`src/rtl/controlador_estados_pet_pkg.sv`:
```
// +--------------------------------------------------------------------+
// | pet_pkg: estado encodings, level limits and saturating level math. |
// | Rev 1.0                                                            |
// +--------------------------------------------------------------------+
`default_nettype none

package pet_pkg;

   typedef enum logic [3:0] {
      NORMAL    = 4'd0,
      COMENDO   = 4'd1,
      BRINCANDO = 4'd2,
      DORMINDO  = 4'd3,
      FAMINTO   = 4'd4,
      TRISTE    = 4'd5,
      MORTO     = 4'd6
   } estado_t;

   localparam int NIVEL_MAX  = 15;
   localparam int DELTA_ACAO = 4;

   // Clamps a signed net adjustment into the 0..NIVEL_MAX level range.
   function automatic logic [3:0] saturar(input int valor);
      if (valor < 0)
         return 4'd0;
      else if (valor > NIVEL_MAX)
         return 4'(NIVEL_MAX);
      else
         return 4'(valor);
   endfunction

endpackage

`default_nettype wire

```
`src/rtl/controlador_estados_pet_if.sv`:
```
// +--------------------------------------------------------------------+
// | controlador_estados_pet_if: button pulses in, pet status out.      |
// | Rev 1.0                                                            |
// +--------------------------------------------------------------------+
`default_nettype none

interface controlador_estados_pet_if;

   logic       b_comer;
   logic       b_brincar;
   logic       b_dormir;
   logic [3:0] estado;
   logic [3:0] fome;
   logic [3:0] felicidade;
   logic       evento;

   modport master (
      output b_comer, b_brincar, b_dormir,
      input  estado, fome, felicidade, evento
   );

   modport slave (
      input  b_comer, b_brincar, b_dormir,
      output estado, fome, felicidade, evento
   );

endinterface

`default_nettype wire

```
`src/rtl/controlador_estados_pet_divisor_tick.sv`:
```
// +--------------------------------------------------------------------+
// | divisor_tick: free-running prescaler, one-clk tick at terminal.    |
// | Rev 1.0                                                            |
// +--------------------------------------------------------------------+
`default_nettype none

module divisor_tick #(
   parameter int TICKS_POR_SEG = 27_000_000
)(
   input  logic clk,
   input  logic rst,
   output logic tick
);

   localparam int              CW         = (TICKS_POR_SEG > 1) ? $clog2(TICKS_POR_SEG) : 1;
   localparam logic [CW-1:0]   C_TERMINAL = CW'(TICKS_POR_SEG - 1);

   logic [CW-1:0] r_cnt;

   always_ff @(posedge clk or posedge rst) begin
      if (rst)
         r_cnt <= '0;
      else if (r_cnt == C_TERMINAL)
         r_cnt <= '0;
      else
         r_cnt <= r_cnt + 1'b1;
   end

   assign tick = (r_cnt == C_TERMINAL);

endmodule

`default_nettype wire

```
`src/rtl/controlador_estados_pet.sv`:
```
// +--------------------------------------------------------------------+
// | controlador_estados_pet: pet behaviour FSM with 1 s aging.         |
// | Optional death state enabled by `define PET_MORTE_EN. Rev 1.0      |
// +--------------------------------------------------------------------+
`default_nettype none

module controlador_estados_pet
   import pet_pkg::*;
#(
   parameter int TICKS_POR_SEG = 27_000_000,
   parameter int FOME_PERIODO  = 10,
   parameter int TEDIO_PERIODO = 8,
   parameter int ACAO_SEG      = 3,
   parameter int SONO_SEG      = 8,
   parameter int LIMIAR_FOME   = 12,
   parameter int LIMIAR_TRISTE = 3
`ifdef PET_MORTE_EN
   ,
   parameter int MORTE_SEG     = 20
`endif
)(
   input  logic                     clk,
   input  logic                     rst,
   controlador_estados_pet_if.slave pet
);

   localparam int            FW          = $clog2(FOME_PERIODO + 1);
   localparam int            TW          = $clog2(TEDIO_PERIODO + 1);
   localparam int            AW          = $clog2(((ACAO_SEG > SONO_SEG) ? ACAO_SEG : SONO_SEG) + 1);
   localparam logic [FW-1:0] C_FOME_FIM  = FW'(FOME_PERIODO - 1);
   localparam logic [TW-1:0] C_TEDIO_FIM = TW'(TEDIO_PERIODO - 1);
   localparam logic [AW-1:0] C_ACAO_FIM  = AW'(ACAO_SEG - 1);
   localparam logic [AW-1:0] C_SONO_FIM  = AW'(SONO_SEG - 1);

   logic          w_tick;
   logic          w_vivo;
   logic          w_avaliar;
   int            w_delta_fome;
   int            w_delta_fel;

   estado_t       r_estado,      w_estado_n;
   logic [3:0]    r_fome,        w_fome_n;
   logic [3:0]    r_felicidade,  w_fel_n;
   logic          r_evento;
   logic [FW-1:0] r_cnt_fome,    w_cnt_fome_n;
   logic [TW-1:0] r_cnt_tedio,   w_cnt_tedio_n;
   logic [AW-1:0] r_timer,       w_timer_n;

`ifdef PET_MORTE_EN
   localparam int            MW          = $clog2(MORTE_SEG + 1);
   localparam logic [MW-1:0] C_MORTE_FIM = MW'(MORTE_SEG - 1);
   logic [MW-1:0] r_cnt_morte,   w_cnt_morte_n;
`endif

   divisor_tick #(
      .TICKS_POR_SEG (TICKS_POR_SEG)
   ) u_divisor_tick (
      .clk  (clk),
      .rst  (rst),
      .tick (w_tick)
   );

   // Hunger dominates sadness.
   function automatic estado_t avaliar_humor(input logic [3:0] f, input logic [3:0] h);
      if (int'(f) >= LIMIAR_FOME)
         return FAMINTO;
      else if (int'(h) <= LIMIAR_TRISTE)
         return TRISTE;
      else
         return NORMAL;
   endfunction

   assign w_vivo = (r_estado != MORTO);

   always_comb begin
      w_estado_n    = r_estado;
      w_timer_n     = r_timer;
      w_cnt_fome_n  = r_cnt_fome;
      w_cnt_tedio_n = r_cnt_tedio;
      w_delta_fome  = 0;
      w_delta_fel   = 0;
      w_avaliar     = 1'b0;

      if (w_tick && w_vivo) begin
         if (r_cnt_fome == C_FOME_FIM) begin
            w_cnt_fome_n = '0;
            w_delta_fome = 1;
         end else begin
            w_cnt_fome_n = r_cnt_fome + 1'b1;
         end
         if (r_estado != DORMINDO) begin
            if (r_cnt_tedio == C_TEDIO_FIM) begin
               w_cnt_tedio_n = '0;
               w_delta_fel   = -1;
            end else begin
               w_cnt_tedio_n = r_cnt_tedio + 1'b1;
            end
         end
      end

      case (r_estado)
         NORMAL, FAMINTO, TRISTE: begin
            if (pet.b_comer) begin
               w_estado_n   = COMENDO;
               w_delta_fome = w_delta_fome - DELTA_ACAO;
               w_timer_n    = '0;
            end else if (pet.b_brincar) begin
               w_estado_n   = BRINCANDO;
               w_delta_fel  = w_delta_fel + DELTA_ACAO;
               w_timer_n    = '0;
            end else if (pet.b_dormir) begin
               w_estado_n   = DORMINDO;
               w_timer_n    = '0;
            end else begin
               w_avaliar    = 1'b1;
            end
         end
         COMENDO, BRINCANDO: begin
            if (w_tick) begin
               if (r_timer == C_ACAO_FIM)
                  w_avaliar = 1'b1;
               else
                  w_timer_n = r_timer + 1'b1;
            end
         end
         DORMINDO: begin
            if (pet.b_dormir) begin
               w_avaliar = 1'b1;
            end else if (w_tick) begin
               if (r_timer == C_SONO_FIM)
                  w_avaliar = 1'b1;
               else
                  w_timer_n = r_timer + 1'b1;
            end
         end
         default: ;
      endcase

      // Aging and button deltas combine before a single saturation.
      w_fome_n = saturar(int'(r_fome) + w_delta_fome);
      w_fel_n  = saturar(int'(r_felicidade) + w_delta_fel);

      if (w_avaliar)
         w_estado_n = avaliar_humor(w_fome_n, w_fel_n);

`ifdef PET_MORTE_EN
      w_cnt_morte_n = r_cnt_morte;
      if (r_fome != 4'(NIVEL_MAX)) begin
         w_cnt_morte_n = '0;
      end else if (w_tick && w_vivo) begin
         if (r_cnt_morte == C_MORTE_FIM) begin
            w_estado_n = MORTO;
            w_fome_n   = r_fome;
            w_fel_n    = r_felicidade;
         end else begin
            w_cnt_morte_n = r_cnt_morte + 1'b1;
         end
      end
`endif
   end

   always_ff @(posedge clk or posedge rst) begin
      if (rst) begin
         r_estado     <= NORMAL;
         r_fome       <= 4'd0;
         r_felicidade <= 4'(NIVEL_MAX);
         r_evento     <= 1'b0;
         r_cnt_fome   <= '0;
         r_cnt_tedio  <= '0;
         r_timer      <= '0;
      end else begin
         r_estado     <= w_estado_n;
         r_fome       <= w_fome_n;
         r_felicidade <= w_fel_n;
         r_evento     <= (w_estado_n != r_estado);
         r_cnt_fome   <= w_cnt_fome_n;
         r_cnt_tedio  <= w_cnt_tedio_n;
         r_timer      <= w_timer_n;
      end
   end

`ifdef PET_MORTE_EN
   always_ff @(posedge clk or posedge rst) begin
      if (rst)
         r_cnt_morte <= '0;
      else
         r_cnt_morte <= w_cnt_morte_n;
   end
`endif

   assign pet.estado     = r_estado;
   assign pet.fome       = r_fome;
   assign pet.felicidade = r_felicidade;
   assign pet.evento     = r_evento;

endmodule

`default_nettype wire

```
`src/flat_wrapper.sv`:
```
// flat-port wrapper written by rule: the top's interface ports become plain ports
module controlador_estados_pet_flat import pet_pkg::*;
#(
   parameter int TICKS_POR_SEG = 27_000_000,
   parameter int FOME_PERIODO  = 10,
   parameter int TEDIO_PERIODO = 8,
   parameter int ACAO_SEG      = 3,
   parameter int SONO_SEG      = 8,
   parameter int LIMIAR_FOME   = 12,
   parameter int LIMIAR_TRISTE = 3

)
  (clk, rst, pet_b_comer, pet_b_brincar, pet_b_dormir, pet_estado, pet_fome, pet_felicidade, pet_evento);
  controlador_estados_pet_if pet_i ();
  input  logic clk;
  input  logic rst;
  input wire logic [$bits(pet_i.b_comer)-1:0] pet_b_comer;
  input wire logic [$bits(pet_i.b_brincar)-1:0] pet_b_brincar;
  input wire logic [$bits(pet_i.b_dormir)-1:0] pet_b_dormir;
  output wire logic [$bits(pet_i.estado)-1:0] pet_estado;
  output wire logic [$bits(pet_i.fome)-1:0] pet_fome;
  output wire logic [$bits(pet_i.felicidade)-1:0] pet_felicidade;
  output wire logic [$bits(pet_i.evento)-1:0] pet_evento;
  assign pet_i.b_comer = pet_b_comer;
  assign pet_i.b_brincar = pet_b_brincar;
  assign pet_i.b_dormir = pet_b_dormir;
  assign pet_estado = pet_i.estado;
  assign pet_fome = pet_i.fome;
  assign pet_felicidade = pet_i.felicidade;
  assign pet_evento = pet_i.evento;
  controlador_estados_pet #(.TICKS_POR_SEG(TICKS_POR_SEG), .FOME_PERIODO(FOME_PERIODO), .TEDIO_PERIODO(TEDIO_PERIODO), .ACAO_SEG(ACAO_SEG), .SONO_SEG(SONO_SEG), .LIMIAR_FOME(LIMIAR_FOME), .LIMIAR_TRISTE(LIMIAR_TRISTE)) u_core (.clk(clk), .rst(rst), .pet(pet_i));
endmodule
```
`config.mk`:
```
export PLATFORM = sky130hd
export DESIGN_NAME = controlador_estados_pet_flat
export DESIGN_NICKNAME = d
export VERILOG_FILES = /design/src/rtl/controlador_estados_pet_pkg.sv /design/src/rtl/controlador_estados_pet_if.sv /design/src/rtl/controlador_estados_pet_divisor_tick.sv /design/src/rtl/controlador_estados_pet.sv /design/src/flat_wrapper.sv
export SDC_FILE = /design/constraint.sdc
export NUM_CORES = 1
export LEC_CHECK = 0
export ABC_AREA = 0
export BUFFER_PORTS_ARGS = -buffer_cell sky130_fd_sc_hd__buf_2
export CAP_MARGIN = 20
export CORE_UTILIZATION = 54
export CTS_CLUSTER_DIAMETER = 60
export DETAILED_ROUTE_END_ITERATION = 10
export HOLD_SLACK_MARGIN = 0.1
export PLACE_DENSITY = 0.77
export SKIP_LAST_GASP = 1
export SLEW_MARGIN = 20
export SYNTH_ARGS = -nofsm -noshare
export SYNTH_HDL_FRONTEND = slang
export SYNTH_SLANG_ARGS = --single-unit
```
`constraint.sdc`:
```
create_clock -name clk -period 9.3 [get_ports clk]
set_input_delay 1.395 -clock clk [delete_from_list [all_inputs] [get_ports clk]]
set_output_delay 1.395 -clock clk [all_outputs]
set_load 0.05 [all_outputs]
```
; Yosys cells after proc, flatten, opt, wreduce, memory -nomap -nowiden
; Index checks and enable logic that the tools add are counted.
[classes]
order_cmp = 6
n_mux = 42
n_reduce_logical = 7
add_sub_neg = 8
n_eq_ne = 19
[op_table]
columns = operator, n
row1 = $mux W32, 9
row2 = $mux W4, 20
row3 = $add A5 B32 Y32, 2
row4 = $gt A32 B5 Y1 const B, 2
row5 = $lt A32 B1 Y1 const B, 2
row6 = $add A32 B4 Y32 const B, 1
row7 = $sub A32 B4 Y32 const B, 1
row8 = $add A25 B1 Y25 const B, 1
row9 = $eq A25 B25 Y1 const B, 1
row10 = $mux W25, 1
row11 = $eq A4 B3 Y1 const B, 4
row12 = $add A4 B1 Y4 const B, 3
row13 = $eq A4 B2 Y1 const B, 3
row14 = $pmux W4 S3, 1
row15 = $mux W1, 9
row16 = $reduce_and A7 Y1, 1
row17 = $ne A2 B2 Y1 const B, 3
row18 = $eq A4 B1 Y1 const B, 1
row19 = $eq A4 B4 Y1 const B, 1
row20 = $ge A4 B4 Y1 const B, 1
row21 = $le A4 B2 Y1 const B, 1
row22 = $logic_not A4 Y1, 1
row23 = $ne A2 B1 Y1 const B, 2
row24 = $ne A4 B2 Y1 const B, 1
row25 = 10 further kinds, 10
[totals]
elab_cells = 90
input_bits = 5
output_inout_bits = 13
register_bits = 50

; Longest topological paths before layout
[depth]
word_depth = 17
depth_mapped = 20
mapped_depth_nobuf = 20

; Cells and area by module
; From an unflattened synthesis, not the netlist that was laid out.
[hier_totals]
hier_cells = 350
area_unflattened_um2 = 3397.0
[modules_own_cells]
columns = mod, area_per_inst_um2, cells_per_inst, instances, seq_area_each_um2
row1 = controlador_estados_pet, 2092.0, 224, 1, 630.6
row2 = divisor_tick, 1305.0, 126, 1, 625.6

; Worst setup path before layout
; OpenSTA, ideal clock, no wires.
[synth_timing]
path_type = register to register
start = register u_core.u_divisor_tick.r_cnt[6]
end = register u_core.r_evento (netlist: u_core.pet.evento)
setup_ns = 0.140
t_required_ns = 9.160
t_arrival_ns = 4.570
synth_period_minus_slack_ns = 4.710
stages_incl_launch_ff = 19
path_buffers = 0
slack_ns = 4.590
cell_sequence = dfrtp_1 or4b_1 or4_4 nor4_1 ha_1 o21ai_0 ha_1 a21oi_1 nand2_1 a21oi_1 inv_1 nand2_1 ha_1 nand4b_1 nor3_1 nand4b_1 mux2i_1 mux2i_1 o31ai_1
[synth_between]
elab_chain_len = 16
word_cells_on_any_way = 31
cone_classes = add/sub: 4 / order compare: 6 / eq/ne: 2 / mux: 18 / reduce/logical: 1
[synth_lines]
columns = item, line_no
row1 = from (decl), controlador_estados_pet_divisor_tick.sv:18  ; logic [CW-1:0] r_cnt;
row2 = from (signal assigned), controlador_estados_pet_divisor_tick.sv:26  ; r_cnt <= r_cnt + 1'b1;
row3 = $eq A25 B25 Y1 (*), controlador_estados_pet_divisor_tick.sv:29  ; assign tick = (r_cnt == C_TERMINAL);
row4 = $logic_and A1 B1 Y1, controlador_estados_pet.sv:84  ; if (w_tick && w_vivo) begin
row5 = $mux W32, controlador_estados_pet.sv:84
row6 = $add A32 B4 Y32, controlador_estados_pet.sv:109  ; w_delta_fel = w_delta_fel + DELTA_ACAO;
row7 = $mux W32, controlador_estados_pet.sv:107  ; end else if (pet.b_brincar) begin
row8 = $mux W32, controlador_estados_pet.sv:103  ; if (pet.b_comer) begin
row9 = $mux W32, controlador_estados_pet.sv:101  ; case (r_estado)
row10 = $add A5 B32 Y32, controlador_estados_pet.sv:141  ; w_fel_n = saturar(int'(r_felicidade) + w_delta_fel);
row11 = $gt A32 B5 Y1, controlador_estados_pet_pkg.sv:26  ; else if (valor > NIVEL_MAX)
row12 = $mux W4, controlador_estados_pet_pkg.sv:26
row13 = $mux W4, controlador_estados_pet_pkg.sv:24  ; if (valor < 0)
row14 = $le A4 B2 Y1, controlador_estados_pet.sv:67  ; else if (int'(h) <= LIMIAR_TRISTE)
row15 = $mux W3, controlador_estados_pet.sv:67
row16 = $mux W4, controlador_estados_pet.sv:65  ; if (int'(f) >= LIMIAR_FOME)
row17 = $mux W4 (*), controlador_estados_pet.sv:143  ; if (w_avaliar)
row18 = $ne A4 B4 Y1 (*), controlador_estados_pet.sv:175  ; r_evento <= (w_estado_n != r_estado);
row19 = to (signal assigned), controlador_estados_pet.sv:175
row20 = to (decl), controlador_estados_pet.sv:44  ; logic r_evento;
; Every way passes the cells marked *; elsewhere a longest branch is shown, timed or not.
; A chain may end at the register's enable or synchronous reset.

; Final worst setup path
; Same ends and word-level chain as after synthesis.

==> impl_metrics.toml <==
[yosys]
ys_seq_elements = 50
synth_compound_area_share_pct = 11.1
yosysMostFrequentCell = "dfrtp_1"
syn-num-nets = 393
synth_cell_types = 51
synth_adder_area_share_pct = 14.0
synth-xor-area-share_pct = 7.78
synth_cells = 352
muxShareOfSynthArea_pct = 1.30
synth.cell_area_um2 = 3270
ys_seq_area_share_pct = 38.5
synth_top_cell_by_area = "dfrtp_1"
ys_warn_count = 0
yosys.area_share.simple_pct = 24.1
syn_avg_cell_area_um2 = 9.28
synth_top_family_by_area = "simple AND/OR/NAND/NOR gates"
synth_area_leaders = "dfrtp_1 (35%), ha_1 (13%), nor2_1 (4.3%)"
synth_top_flop_cell = "dfrtp_1"
async_reset_ff_share_pct = 100
synth_edf_count = 0
yosys-top-cells-count = "dfrtp_1 (46), nor2_1 (37), ha_1 (35)"
synth_top_area_share_pct = 35.2

[setup_path]
startpoint_type = "flop"
crit_path_max_fanout = 25
crit_chain = "or4b_1 -> or4_4 -> nor3_4 -> o311ai_1 -> nor4_1 -> ha_1 -> ha_1 -> a21oi_1 -> o21bai_1 -> nand2_1 -> ha_1 -> nand4b_1 -> nor4_1 -> nand3_1 -> o41ai_1 -> o21ai_0 -> o31ai_1"
rrSetupSlack_ps = 3420
crit_path_frequent_cell = "ha_1"
cp_slowest_stage_delay_ps = 790
slowest_stage = "o41ai_1"
endpoint_kind = "flop"
required_ps = 9520
critPathArrivalTime_ps = 6100
critPathKind = "reg2reg"

[cts]
holdBufCountCts = 0
ctsResizeCount = 0
numClockSinks = 50
clockBufferDepth = 2
cts_tree = "built"
h-tree-depth = 2
clock_latency_ps = 310
cts.clk_slew.worst_paths_ps = 90
clockRootBuffer = "clkbuf_8"
post-cts-setup-buffers = 0
cts_made_buffers = 5

[timing]
final_hold_viol_count = 0
fin_ws_ps = 3420
max_slew_margin_pct = 37.1
setup_viol = 0
post-route-min-period_ps = 5880
period_share_pct = 63.3
finalSetupTns_ps = 0
max_slew.worst_pin.slew_ps = 936
max_freq_mhz = 170
grt_setup_unrepaired = "false"
maxSlewViolCount = 0
fin_skew_ps = 9.45

[grt]
grt_use_met1_pct = 28.2
grt_use_total_pct = 21.4
met3_usage_pct = 3.43
grt_pass1_wl_um = 10600
grt_max_degree = 51
top_usage_layer = "met2"
grt_pass1_vias = 2399
overflow = 0
met2_usage_pct = 36.0
antenna_found_initial = 0

[drt]
drt_iter0_drc = 139
vias = 2516
routed_wl_um = 6270
antenna_left = 0
post-route-drc-count = 0
dr.pass1.iters = 4
via_per_inst = 5.72
wl_per_cell_um = 14.3

[power_and_ir_drop]
internal_power_uw = 464
p_comb_share_pct = 42.1
p_sw_share_pct = 42.7
switching_power_uw = 346
p_leak_uw = 0.00160
worst_ir_drop_vdd_mv = 0.175
p_clk_share_pct = 22.7
power_uw = 810
seq_power_share_pct = 35.3
p_per_area_nw_per_um2 = 228

[cells_and_area]
syn_to_final_growth_pct = 8.58
drive_above_1_share_pct = 11.1
antenna_cells = 0
layout.nets = 408

[status]
status = "finished clean"

[place]
routabilityCongestion = 0.797
pre_cts_ws_ps = 3420
dp_hpwl_um = 4390
port_buffers = 17

[hold_path]
hp-class = "reg2reg"

[flow_run]
max-cap-violations = 0

[floorplan]
pin_count = 18
fp-row-count = 27
placeableCoreArea_um2 = 5680
dieArea_um2 = 6360
die_h_um = 79.8
start_util_pct = 57.5
die_x_um = 79.8
## worst paths after layout
| path | startpoint | endpoint | cells after the start |
|---|---|---|---|
| worst max-delay path | u_core.u_divisor_tick.r_cnt[6] | u_core.pet.evento | 17 |
| worst min-delay path | u_core.r_cnt_fome[0] | u_core.r_cnt_fome[0] | 1 |
| worst max register to register | u_core.u_divisor_tick.r_cnt[6] | u_core.pet.evento | 17 |
| worst min register to register | u_core.r_cnt_fome[0] | u_core.r_cnt_fome[0] | 1 |
| max in group asynchronous | rst | u_core.u_divisor_tick.r_cnt[19] | 2 |
| min in group asynchronous | rst | u_core.u_divisor_tick.r_cnt[3] | 2 |
## critical path, delay by kind of cell, from the launching register on
family | cells | cell delay [ps]
flip-flops | 1 | 440
AO/OA/AOI/OAI | 6 | 2000
adder cells (fa/ha/maj) | 3 | 720
AND/OR/NAND/NOR | 8 | 2620
## kinds of logic after synthesis
| family | count (synthesis) |
|---|---|
| fa+ha+maj | 36 |
| flops | 50 |
| buf+inv | 28 |
| compound gates | 60 |
| mux | 4 |
| simple gates | 145 |
| xor+xnor | 29 |
## per-stage QoR
stage	instance area [um2]	hold slack (ps)	std cells	util (%)
floorplan	3270	446	352	-
global placement	3410	469	432	60.0
finish	3550	476	440	62.5
CTS	3540	485	440	62.5
global route	3550	509	440	62.5
detailed placement	3410	468	432	60.0
## power by group through the flow
stage | combinational, uW | clock [uW] | sequential [uW]
floorplan | 195 | 0 | 363
global placement | 331 | 0 | 290
detailed placement | 338 | 0 | 291
CTS | 339 | 187 | 286
global route | 375 | 194 | 291
finish | 341 | 184 | 286
## flip-flops by register name, summed over array words and instances (netlist names)
signal                       count
u_core.u_divisor_tick.r_cnt     25
u_core.pet.fome                  4
u_core.r_cnt_tedio               4
u_core.pet.felicidade            4
u_core.r_cnt_fome                4
u_core.pet.evento                1
u_core.r_timer                   4
u_core.pet.estado                4
## cells in the final DEF (no fill, tap or decap), types with 2 or more instances in the layout
master     count
nand2b_1       2
nor4_1         6
ha_1          35
nand4_1       10
dfrtp_1       46
buf_2         17
nand3b_1       4
nor4b_1        2
mux2i_1        2
nand2_1       30
o21ai_0       20
nand4b_1       5
a21oi_1       23
clkbuf_8       5
xor2_1        15
or4_1          2
mux2_2         2
nor2_1        37
a31oi_1        2
nand3_1       18
dfstp_2        4
o31ai_1        6
or3_1          4
and3_1         3
xnor2_1       14
inv_1         18
bufinv_16      2
nor3_1         7
## layout make-up
cell class	count	area, um2
clock inverters	3	68.8
well taps	72	90.1
inverters	19	72.6
fillers	473	2130
clock buffers	5	68.8
flip-flops and latches	50	1260
multi-input cells	274	1900
repair buffers	17	85.1
## metal layers
layer  part of all wire [%]  routed length (um)
met1                     50                3160
met2                     47                2920
met3                    2.0                 127
met4                    1.0                  64
met5                      0                   0
(Power assumes the default switching activity.)
